$ cat src/rtl/alu.sv
// alu: signed ALU with sum/diff/xor/and plus a bit-serial signed multiplier.
// Optional busy output under macro ALU_BUSY_EN.
module alu #(
  parameter int WIDTH = 8
) (
  input  logic               clk,
  input  logic               rst,
  input  logic               start,
  input  logic [WIDTH-1:0]   A,
  input  logic [WIDTH-1:0]   B,
  output logic [2*WIDTH-1:0] sum,
  output logic [2*WIDTH-1:0] diff,
  output logic [2*WIDTH-1:0] prod,
  output logic [WIDTH-1:0]   xor_out,
  output logic [WIDTH-1:0]   and_out,
`ifdef ALU_BUSY_EN
  output logic               busy,
`endif
  output logic               done
);
  localparam int CW = $clog2(WIDTH);
  typedef enum logic {IDLE, BUSY} state_t;
  state_t state, state_nxt;
  logic [WIDTH-1:0] mcand, mplr;
  logic [2*WIDTH-1:0] acc, acc_nxt, term, ext_a, ext_b;
  logic [CW-1:0] cnt;
  logic last;
  always_comb begin
    ext_a = {{WIDTH{A[WIDTH-1]}}, A};
    ext_b = {{WIDTH{B[WIDTH-1]}}, B};
    last = cnt == CW'(WIDTH-1);
    term = {{WIDTH{mcand[WIDTH-1]}}, mcand} << cnt;
    // the top multiplier bit carries negative weight
    acc_nxt = !mplr[0] ? acc : last ? acc - term : acc + term;
    state_nxt = state;
    if (state == IDLE && start) state_nxt = BUSY;
    if (state == BUSY && last) state_nxt = IDLE;
  end
`ifdef ALU_BUSY_EN
  assign busy = state == BUSY;
`endif
  always_ff @(posedge clk or negedge rst) begin
    if (!rst) begin
      state   <= IDLE;
      mcand   <= '0;
      mplr    <= '0;
      acc     <= '0;
      cnt     <= '0;
      sum     <= '0;
      diff    <= '0;
      prod    <= '0;
      xor_out <= '0;
      and_out <= '0;
      done    <= 1'b0;
    end else begin
      state <= state_nxt;
      done  <= 1'b0;
      if (state == IDLE && start) begin
        mcand   <= A;
        mplr    <= B;
        acc     <= '0;
        cnt     <= '0;
        sum     <= ext_a + ext_b;
        diff    <= ext_a - ext_b;
        xor_out <= A ^ B;
        and_out <= A & B;
      end else if (state == BUSY) begin
        acc  <= acc_nxt;
        mplr <= mplr >> 1;
        cnt  <= cnt + 1'b1;
        if (last) begin
          prod <= acc_nxt;
          done <= 1'b1;
        end
      end
    end
  end
endmodule

$ cat config.mk
export PLATFORM = sky130hd
export DESIGN_NAME = alu
export DESIGN_NICKNAME = d
export VERILOG_FILES = /design/src/rtl/alu.sv
export SDC_FILE = /design/constraint.sdc
export NUM_CORES = 1
export LEC_CHECK = 0
export BUFFER_PORTS_ARGS = -buffer_cell sky130_fd_sc_hd__buf_4
export CORE_MARGIN = 1.5
export CORE_UTILIZATION = 27
export CTS_BUF_LIST = sky130_fd_sc_hd__clkbuf_4 sky130_fd_sc_hd__clkbuf_8 sky130_fd_sc_hd__clkbuf_16
export CTS_CLUSTER_SIZE = 10
export DETAILED_ROUTE_END_ITERATION = 8
export PLACE_DENSITY = 0.52
export SLEW_MARGIN = 5
export SYNTH_ARGS = -nofsm -noshare
export SYNTH_HDL_FRONTEND = slang
export SYNTH_SLANG_ARGS = --single-unit
$ cat constraint.sdc
create_clock -name clk -period 4.85 [get_ports clk]
set_input_delay 1.2125 -clock clk [delete_from_list [all_inputs] [get_ports clk]]
set_output_delay 1.2125 -clock clk [all_outputs]
set_load 0.03 [all_outputs]
==> results.toml <==
[placed_design]
dp_slack_ns = 0.6167
io_buffers = 83
globalplace.congestion = 0.8246
dpl.hpwl_um = 9906

[worst_hold_path]
hold_path.class = "reg2reg"
hold_path_end = "prod[12]"
hold_start = "prod[12]"
hold_depth = 2

[timing]
setup_total_negative_slack_ns = 0
drv_slew = 0
final-hold-violation-count = 0
finalSetupViolCount = 0
fin_ws_ns = 0.5910
finalCritPeriodShare_pct = 87.81
relSlewSlack_pct = 43.31
rsz0062_at_grt = "no"
hold_slack_ns = 0.4789
period_needed_ns = 4.259
max_freq_ghz = 0.2348
fin_skew_ns = 0.005433
worst_slew_pin_slew_ns = 0.8503

[synthesis]
async_reset_ff_share_pct = 100.0
synth_top_cell_by_area = "dfrtp_1"
synth_adder_area_share_pct = 8.764
synth_area_sq_mm = 0.005539
ys_top_cells_by_area = "dfrtp_1 (38%), ha_1 (7.7%), o21ai_0 (5.8%)"
seq_area_frac_synth_pct = 38.40
ys_seq_elements = 85
synth.top_cells.by_count = "dfrtp_1 (85), nand2_1 (75), o21ai_0 (64)"
synth_top_family_by_area = "compound AO/OA/AOI/OAI gates"
synthXorXnorAreaFrac_pct = 5.060
synth_edf_count = 0
syn_nets = 662
ys.warnings.count = 0
synth_top_area_share_pct = 38.40
synth_compound_area_share_pct = 16.81
synthFlopType = "dfrtp_1"
muxShareOfSynthArea_pct = 9.962
synthCells = 606
synth_most_common_cell = "dfrtp_1"
yosysUniqueCellTypes = 55
synth-simple-area-share_pct = 14.39
avgSynthCellArea_sq_um = 9.140

[routing]
drc = 0
wl_um = 13660
vias_per_cell = 4.643
first_pass_iters = 4
antenna_left = 0
vias = 4332
drtIter0Drc = 233
wire_per_inst_um = 14.64

[setup_path]
r2r_cells = 15
crit_arrival_ns = 4.53
r2r_start = "cnt[1]"
path_max_fanout = 23
cp.required_ns = 5.12
critPathKind = "reg2reg"
cp-end-kind = "flip-flop"
crit_chain = "mux4_2 > nor2b_1 > o21ai_0 > nor3_1 > nor2_1 > xnor2_1 > ha_1 > a211o_1 > a2111o_1 > o21ai_1 > o211a_1 > o31ai_1 > xor2_1 > or3_1 > nand3_1"
critical-path-slowest-cell = "dfrtp_1"
cp_num_buf_inv = 0
critPathMaxStageDelay_ns = 0.79
rrSetupSlack_ns = 0.59
r2r_end = "acc[15]"
cp_top_family = "compound AO/OA/AOI/OAI gates"
startpoint_type = "flip-flop"

[floorplan]
fp-row-count = 52
die_h_um = 146.2
die_w_um = 146.2
die-area_sq_mm = 0.02138
ios = 84
core_area_sq_mm = 0.02017
initial_utilization_pct = 27.46

[clock_network]
numClockSinks = 85
htreeDepth = 3
clockRootBuffer = "clkbuf_16"
clock_path_buffers = 2
post-cts-setup-buffer-count = 0
clock_latency_ns = 0.34
tritoncts = "built"
cts_buffers = 9
clk_pin_slew_ns = 0.06
cts_resized = 0
holdBufCountCts = 0

[grt]
top_usage_layer = "met2"
use_met1_pct = 18.23
grt_pass1_wl_um = 22730
met3_usage_pct = 2.750
antenna_found_initial = 0
grt-ovfl-total = 0
grt_util_all_layers_pct = 13.19
grt_pass1_vias = 4297
grt_max_degree = 64
use_met2_pct = 21.02

[finish]
drive_above_1_share_pct = 21.12
diodes = 0
syn_to_final_growth_pct = 19.18
fin_nets = 716

[job]
maxCapViolCount = 0

[run_status]
status = "completed"
registers in the layout (all words and copies together), names as in the netlist:
signal and cells:
acc 16, and_out 8, cnt 3, diff 8
done 1, mcand 8, mplr 8, prod 16
state 1, sum 9, xor_out 7
placed cells by master (no fill, tap or decap), types with 12 or more instances in the layout:
cell,instances
xnor2_1,19
a22o_1,12
buf_4,91
ha_1,34
xor2_1,13
o21ai_0,64
nor2_1,45
nand3_1,13
mux2i_1,18
mux2_2,26
a21oi_1,32
dfrtp_1,85
nand2_1,74
inv_1,30
worst max-delay path by stage:
| stage | startpoint | end | slack [ns] | depth (start not counted) |
|---|---|---|---|---|
| 2_1_floorplan | cnt[2] | acc[15] | 1.06 | 17 |
| 3_3_place_gp | cnt[1] | acc[15] | 0.62 | 15 |
| 3_5_place_dp | cnt[0] | acc[15] | 0.62 | 15 |
| 4_1_cts | cnt[1] | acc[15] | 0.59 | 15 |
| 5_1_grt | cnt[1] | prod[15] | 0.24 | 15 |
| 6_report | cnt[1] | acc[15] | 0.59 | 15 |
cells by family (layout without fill, tap and decap cells):
group                      Yosys count  in the layout
muxes                               48             48
and+or+nand+nor                    173            173
AOI/OAI and AO/OA                  152            152
DFF                                 85             85
buffers and inverters               79            136
adders and majority gates           37             37
xor gates and xnor gates            32             32
layout make-up:
class | count | area, sq um
clock inverters | 4 | 50.05
flip-flops and latches | 85 | 2127
fillers | 2163 | 13570
inverters | 31 | 116.4
clock buffers | 10 | 239.0
repair buffers | 91 | 683.2
multi-input cells | 442 | 3048
well taps | 270 | 337.8
stage by stage:
step                util [%]  instance area [sq um]  std cells
global route           32.73                   6601        933
CTS                    32.73                   6601        933
global placement       31.30                   6312        919
detailed placement     31.30                   6312        919
finish                 32.73                   6601        933
floorplan                  -                   5539        606
worst register-to-register path: cells and delay by family, from the launching register on:
family | cells | cell delay, ns
compound gates | 6 | 1.34
xor+xnor | 2 | 0.34
fa+ha+maj | 1 | 0.38
mux | 1 | 0.48
flops | 1 | 0.79
simple gates | 5 | 0.87
per-layer routing:
metal  part of all wire (%)  wire length (um)
met5                      0                 0
met4                   0.91               125
met3                    3.9               538
met2                     46              6265
met1                     49              6732
Power is not shown: default switching activity piles up to over one toggle a cycle in this logic, so the estimate is an artifact.
